**config.mk**
```make
export PLATFORM = sky130hd
export DESIGN_NAME = fetch_unit
export DESIGN_NICKNAME = d
export VERILOG_FILES = /design/src/rtl/fetch_pkg.sv /design/src/rtl/rv_pkg.sv /design/src/rtl/pc_reg.sv /design/src/rtl/fetch_unit.sv
export SDC_FILE = /design/constraint.sdc
export NUM_CORES = 1
export LEC_CHECK = 0
export CAP_MARGIN = 20
export CORE_MARGIN = 5
export CORE_UTILIZATION = 30
export DETAILED_ROUTE_END_ITERATION = 7
export GPL_ROUTABILITY_DRIVEN = 0
export PLACE_DENSITY = 0.61
export SETUP_SLACK_MARGIN = 0.05
export SYNTH_ARGS = -nofsm -noshare
export SYNTH_HDL_FRONTEND = slang
export SYNTH_SLANG_ARGS = --single-unit
```
**constraint.sdc**
```tcl
create_clock -name clk -period 1.72 [get_ports clk]
set_input_delay 0.172 -clock clk [delete_from_list [all_inputs] [get_ports clk]]
set_output_delay 0.172 -clock clk [all_outputs]
set_load 0.005 [all_outputs]
```
**src/rtl/fetch_pkg.sv**
```systemverilog
// Fetch-stage local types.
package fetch_pkg;
    typedef enum logic {IDLE = 1'b0, WAIT = 1'b1} fetch_state_t;
endpackage

```
**src/rtl/rv_pkg.sv**
```systemverilog
// Core-wide constants shared by the RV64 multicycle datapath and control unit.
package rv_pkg;
    localparam int          XLEN      = 64;
    localparam logic [31:0] NOP_INSTR = 32'h0000_0013;

    localparam logic [6:0] OP_LOAD   = 7'b0000011;
    localparam logic [6:0] OP_STORE  = 7'b0100011;
    localparam logic [6:0] OP_BRANCH = 7'b1100011;
    localparam logic [6:0] OP_IMM    = 7'b0010011;
    localparam logic [6:0] OP_REG    = 7'b0110011;
    localparam logic [6:0] OP_JAL    = 7'b1101111;
    localparam logic [6:0] OP_LUI    = 7'b0110111;
endpackage

```
**src/rtl/pc_reg.sv**
```systemverilog
// Architectural PC register with the control unit's write/branch-take decision.
module pc_reg #(
    parameter int              XLEN     = 64,
    parameter logic [XLEN-1:0] RESET_PC = '0
) (
    input  logic            clk,
    input  logic            rst_n,
    input  logic            pc_write,
    input  logic            pc_write_cond,
    input  logic            branch_op,
    input  logic            pc_src,
    input  logic [XLEN-1:0] alu_result,
    input  logic [XLEN-1:0] alu_out,
    input  logic            alu_zero,
    output logic [XLEN-1:0] pc
);
    logic            w_take;
    logic [XLEN-1:0] w_next;
    logic [XLEN-1:0] r_pc;

    // branch_op flips the sense of the zero flag: beq takes on zero, bne on nonzero
    assign w_take = pc_write | (pc_write_cond & (alu_zero ^ branch_op));
    assign w_next = pc_src ? alu_out : alu_result;

    always_ff @(posedge clk) begin
        if (!rst_n)      r_pc <= RESET_PC;
        else if (w_take) r_pc <= w_next;
    end

    assign pc = r_pc;
endmodule

```
**src/rtl/fetch_unit.sv**
```systemverilog
// PC + instruction fetch stage: single outstanding request to imem, IR capture.
module fetch_unit
    import rv_pkg::*;
    import fetch_pkg::*;
#(
    parameter int              XLEN     = rv_pkg::XLEN,
    parameter logic [XLEN-1:0] RESET_PC = '0,
    parameter int              IMEM_AW  = 32
) (
    input  logic               clk,
    input  logic               rst_n,
    input  logic               fetch_start,
    input  logic               pc_write,
    input  logic               pc_write_cond,
    input  logic               branch_op,
    input  logic               pc_src,
    input  logic [XLEN-1:0]    alu_result,
    input  logic [XLEN-1:0]    alu_out,
    input  logic               alu_zero,
    output logic               imem_req,
    output logic [IMEM_AW-1:0] imem_addr,
    input  logic               imem_rvalid,
    input  logic [31:0]        imem_rdata,
    output logic [31:0]        instruction,
    output logic               instr_valid,
    output logic [XLEN-1:0]    pc,
    output logic [XLEN-1:0]    pc_cur,
    output logic               fetch_busy,
    output logic               misaligned_fault
);
    fetch_state_t       r_state, w_state_nxt;
    logic               r_req, w_req_nxt;
    logic [IMEM_AW-1:0] r_addr, w_addr_nxt;
    logic [31:0]        r_ir, w_ir_nxt;
    logic               r_ivalid, w_ivalid_nxt;
    logic [XLEN-1:0]    r_pc_cur, w_pc_cur_nxt;
    logic               r_fault, w_fault_nxt;
    logic [XLEN-1:0]    w_pc;

    pc_reg #(.XLEN(XLEN), .RESET_PC(RESET_PC)) u_pc_reg (
        .clk          (clk),
        .rst_n        (rst_n),
        .pc_write     (pc_write),
        .pc_write_cond(pc_write_cond),
        .branch_op    (branch_op),
        .pc_src       (pc_src),
        .alu_result   (alu_result),
        .alu_out      (alu_out),
        .alu_zero     (alu_zero),
        .pc           (w_pc)
    );

    always_ff @(posedge clk) begin
        if (!rst_n) begin
            r_state  <= IDLE;
            r_req    <= 1'b0;
            r_addr   <= '0;
            r_ir     <= NOP_INSTR;
            r_ivalid <= 1'b0;
            r_pc_cur <= RESET_PC;
            r_fault  <= 1'b0;
        end else begin
            r_state  <= w_state_nxt;
            r_req    <= w_req_nxt;
            r_addr   <= w_addr_nxt;
            r_ir     <= w_ir_nxt;
            r_ivalid <= w_ivalid_nxt;
            r_pc_cur <= w_pc_cur_nxt;
            r_fault  <= w_fault_nxt;
        end
    end

    // The request samples the pre-edge PC, so a same-cycle PC write (PC+4) never
    // disturbs the fetch it accompanies or one already in flight.
    always_comb begin
        w_state_nxt  = r_state;
        w_req_nxt    = r_req;
        w_addr_nxt   = r_addr;
        w_ir_nxt     = r_ir;
        w_ivalid_nxt = r_ivalid;
        w_pc_cur_nxt = r_pc_cur;
        w_fault_nxt  = r_fault;
        case (r_state)
            IDLE: begin
                if (fetch_start) begin
                    w_ivalid_nxt = 1'b0;
                    if (w_pc[1:0] == 2'b00) begin
                        w_state_nxt  = WAIT;
                        w_req_nxt    = 1'b1;
                        w_addr_nxt   = w_pc[IMEM_AW-1:0];
                        w_pc_cur_nxt = w_pc;
                        w_fault_nxt  = 1'b0;
                    end else begin
                        w_fault_nxt  = 1'b1;
                    end
                end
            end
            WAIT: begin
                if (imem_rvalid) begin
                    w_state_nxt  = IDLE;
                    w_req_nxt    = 1'b0;
                    w_ir_nxt     = imem_rdata;
                    w_ivalid_nxt = 1'b1;
                end
            end
            default: w_state_nxt = IDLE;
        endcase
    end

    assign imem_req         = r_req;
    assign imem_addr        = r_addr;
    assign instruction      = r_ir;
    assign instr_valid      = r_ivalid;
    assign pc               = w_pc;
    assign pc_cur           = r_pc_cur;
    assign fetch_busy       = (r_state == WAIT);
    assign misaligned_fault = r_fault;
endmodule

```
; Word-level counts from Yosys, hierarchy flattened
; Cells that the tools add are included.
[word_totals]
wordCells = 34
reg_bits = 196
in_bits = 169
out_inout_bits = 196
[classes]
n_reduce_logical = 6
mux = 13
bitwise = 4
eq_ne = 3
[op_table]
columns = op, count
row1 = $mux W64, 1
row2 = $mux W1, 9
row3 = $ne A2 B2 Y1 const B, 3
row4 = $pmux W1 S2, 3
row5 = $reduce_and A2 Y1, 3
row6 = $reduce_and A3 Y1, 2
row7 = $logic_not A2 Y1, 1
row8 = $and A1 B1 Y1, 1
row9 = $not A1 Y1, 1
row10 = $or A1 B1 Y1, 1
row11 = $xor A1 B1 Y1, 1

; Longest topological paths before layout
[logic_depth]
word_depth = 4
ltp_mapped = 5

; By module
; Synthesis repeated with hierarchy kept, for this count alone.
[unflattened]
cells_unflattened = 825
area_unflattened_um2 = 7199.4
[modules_own_cells]
columns = mod, instances, area_each_um2, cells_each
row1 = fetch_unit, 1, 3875.0, 468
row2 = pc_reg, 1, 3324.4, 357

; Worst setup path before layout
; No wires, ideal clock.
[synth_timing]
kind = reg-to-reg
start = register r_state (netlist: fetch_busy)
end = register r_addr[0] (netlist: imem_addr[0])
t_required_ns = 1.604
period_less_slack_ns = 1.477
slack_ns = 0.243
t_arrival_ns = 1.362
stages_incl_launch_ff = 5
path_buffers = 2
setup_ns = 0.116
cell_sequence = dfxtp_1 or4b_4 buf_6 buf_6 and3_1
[synth_via]
elab_chain_cells = 2
[synth_rtl]
columns = element, line_no
row1 = from (decl), fetch_unit.sv:31  ; fetch_state_t r_state, w_state_nxt;
row2 = from (signal assigned), fetch_unit.sv:63  ; r_state <= w_state_nxt;
row3 = $not A1 Y1 (no source line), -
row4 = $reduce_and A3 Y1 (no source line), -
row5 = to (signal assigned), fetch_unit.sv:65  ; r_addr <= w_addr_nxt;
row6 = to (decl), fetch_unit.sv:33  ; logic [IMEM_AW-1:0] r_addr, w_addr_nxt;
; No other way between the ends.
; A chain may end at the register's enable or synchronous reset.

; Worst setup path in the final report
[layout_timing]
start = register u_pc_reg.r_pc[0] (netlist: u_pc_reg.pc[0])
end = output pc[0]
[layout_lines]
columns = element, line_no
row1 = from (decl), pc_reg.sv:19  ; logic [XLEN-1:0] r_pc;
row2 = from (signal assigned), pc_reg.sv:27  ; else if (w_take) r_pc <= w_next;
row3 = to (decl), fetch_unit.sv:26  ; output logic [XLEN-1:0] pc,
; No word-level cell between the ends.

==> results.yml <==
hold_path:
  worstHoldStart: "rst_n"
  min_path_cells: 3
  holdCritPathClass: "primary input to flop"
  hold_end: "u_pc_reg.pc[10]"
layout:
  final_common_cell: "clkdlybuf4s50_1"
  diodes: 0
  nets: 1304
  layout-drive-gt1-share_pct: 6.190
  utilization_pct: 49.51
  area_growth_pct: 62.15
  largest_register_ffs: 64
  layout_common_cells: "361 x clkdlybuf4s50_1, 253 x nand2_1, 162 x dfxtp_1, 75 x a21boi_0, 65 x nand2b_1"
global_routing:
  antenna_found_initial: 0
  grt_use_total_pct: 16.54
  grt_start_max_net_pins: 69
  grt_pass1_wl_um: 35290
  overflow: 0
  grt_pass1_vias: 6336
die:
  fp.dieW_um: 164.6
  start_util_pct: 30.53
  die_area_sq_mm: 0.02708
  row_count: 56
  top_level_ports: 365
  core_region_area_sq_mm: 0.02347
  die_y_um: 164.6
placed_design:
  numPortBuffers: 364
  dp_hpwl_um: 18010
critical_path:
  path_class: "flop to primary output"
  required_ns: 1.55
  r2r_setup_slack_ns: 0.28
  crit_family: "buffers and inverters"
  slowest_stage: "clkdlybuf4s50_1"
  timing.rr.end: "imem_addr[1]"
  crit_chain: "clkdlybuf4s50_1"
  cp.arrival_ns: 1.40
  path_buf_inv: 1
  ff2ff_path_depth: 3
  cp-end-kind: "primary output"
  cp_max_fo: 4
  r2r-start: "u_pc_reg.pc[0]"
  max_stage_delay_ns: 0.57
  startpoint_type: "flop"
clock_tree:
  clock_path_buffers: 2
  cts_root_buf: "clkbuf_16"
  clock_latency_ns: 0.42
  clock-sinks: 164
  clk_pin_slew_ns: 0.07
  cts_tree: "built"
  cts_buffers: 17
  cts.htree.levels: 4
timing:
  slew_violations: 0
  max_slew_margin_pct: 72.08
  tightest_slew_ns: 0.4187
  hold_viol: 0
  fmax_mhz: 636.0
  fin_tns_setup_ns: 0
  rsz0062_at_grt: "no"
  finalSetupViolCount: 0
  fin_skew_ns: 0.01187
  timing.final.crit_share_pct: 91.41
  post-route-min-period_ns: 1.572
drt:
  viasPerCell: 4.440
  ant_nets: 0
  drtPass1Iterations: 4
  drtIter0Drc: 214
  routed_wl_um: 23480
  wl_per_cell_um: 16.01
  drc: 0
  vias: 6509
logic_synthesis:
  synth_top_area_share_pct: 45.81
  yosys_warnings: 0
  synthCells: 817
  yosysTopAreaCell: "dfxtp_1"
  syn_nets: 986
  syn_area_per_cell_sq_um: 8.772
  synth.area.top_cells: "dfxtp_1 46%, nand2_1 13%, mux2i_1 8.9%"
  netlist_area_sq_mm: 0.007167
  synth_cell_types: 23
  synth-seq-cells: 164
  ys_seq_area_share_pct: 45.81
pwr:
  cellLeakagePower_nw: 4.185
  vdd_drop_max_mv: 0.5430
  pwr_density_cell_mw_per_mm2: 845.9
flow_run:
  drv_cap: 0
run_status:
  outcome: "completed"
worst max-delay path by stage:
stage                              start      endpoint  slack [ns]  cells past startpoint
final                     u_pc_reg.pc[0]         pc[0]        0.15                      1
after global routing      u_pc_reg.pc[0]         pc[0]        0.07                      1
after detailed placement     fetch_start  imem_addr[1]       -0.02                      4
after floorplan               fetch_busy  imem_addr[0]        0.24                      4
after CTS                     fetch_busy    fetch_busy        0.03                      2
after global placement       fetch_start  imem_addr[1]        0.03                      4
layout make-up:
| cell class | instances | area (sq um) |
|---|---|---|
| multi-input combinational | 554 | 3303 |
| tap | 319 | 399.1 |
| fill | 2275 | 11850 |
| timing repair buffer | 397 | 4055 |
| inverter | 1 | 3.754 |
| clock inverter | 12 | 121.4 |
| clock buffer | 19 | 452.9 |
| sequential | 164 | 3286 |
Yosys cell counts:
| cell type | count |
|---|---|
| buf_4 | 32 |
| o211a_1 | 1 |
| a21boi_1 | 17 |
| nand3_1 | 3 |
| inv_1 | 1 |
| buf_2 | 14 |
| nor4b_4 | 1 |
| nor2b_1 | 2 |
| or4b_4 | 1 |
| and2_1 | 2 |
| nand2b_1 | 65 |
| buf_1 | 1 |
| xor2_1 | 1 |
| a21boi_0 | 75 |
| nand2_1 | 253 |
| and3_1 | 2 |
| buf_6 | 11 |
| dfxtp_1 | 164 |
| o211ai_1 | 64 |
| o21ai_0 | 1 |
| clkbuf_1 | 40 |
| mux2i_1 | 64 |
| a21oi_1 | 2 |
metal layers:
layer | vias to the layer above | global-route usage, % | part of all wire [%]
met4 | 0 | 3.176 | 0.70
li1 | 3317 | - | -
met3 | 13 | 5.291 | 7.7
met1 | 2982 | 19.44 | 41
met5 | - | 0 | 0
met2 | 197 | 29.65 | 51
report_power, final:
| part | internal, W | total (W) | switching (W) |
|---|---|---|---|
| Clock | 0.00209 | 0.00370 | 0.00162 |
| Sequential | 0.00404 | 0.00422 | 0.000180 |
| Combinational | 0.00117 | 0.00190 | 0.000733 |
kinds of logic after synthesis:
| logic type | share of synthesized area (%) |
|---|---|
| buffers and inverters | 8.258 |
| flip-flops | 45.81 |
| AND/OR/NAND/NOR | 20.18 |
| multiplexers | 8.938 |
| XOR/XNOR | 0.1222 |
| AO/OA/AOI/OAI | 16.69 |
what timing repair did:
item | CTS | global route
hold buffers | 0 | 0
gates resized for setup | 2 | 1
setup endpoints to repair | 2 | 1
buffers inserted | 0 | 0
worst register-to-register path, stage by stage (launching register included):
cell and delay (ns):
dfxtp_1 0.36, or4b_4 0.58, buf_12 0.20, and3_1 0.21
per-stage QoR:
step                setup WS, ns  area, sq um  std cells  hold WS (ns)  power (W)
floorplan                 0.2426         7167        817        0.2962   0.005041
global placement         0.03491        11040       1435        0.4475   0.006233
detailed placement      -0.02053        11040       1435        0.4551   0.006246
CTS                      0.03221        11620       1466       0.06916    0.01002
global route             0.07317        11620       1466       0.07696    0.01034
finish                    0.1477        11620       1466       0.08914   0.009830
No activity file was read; power rests on OpenSTA's default activity.
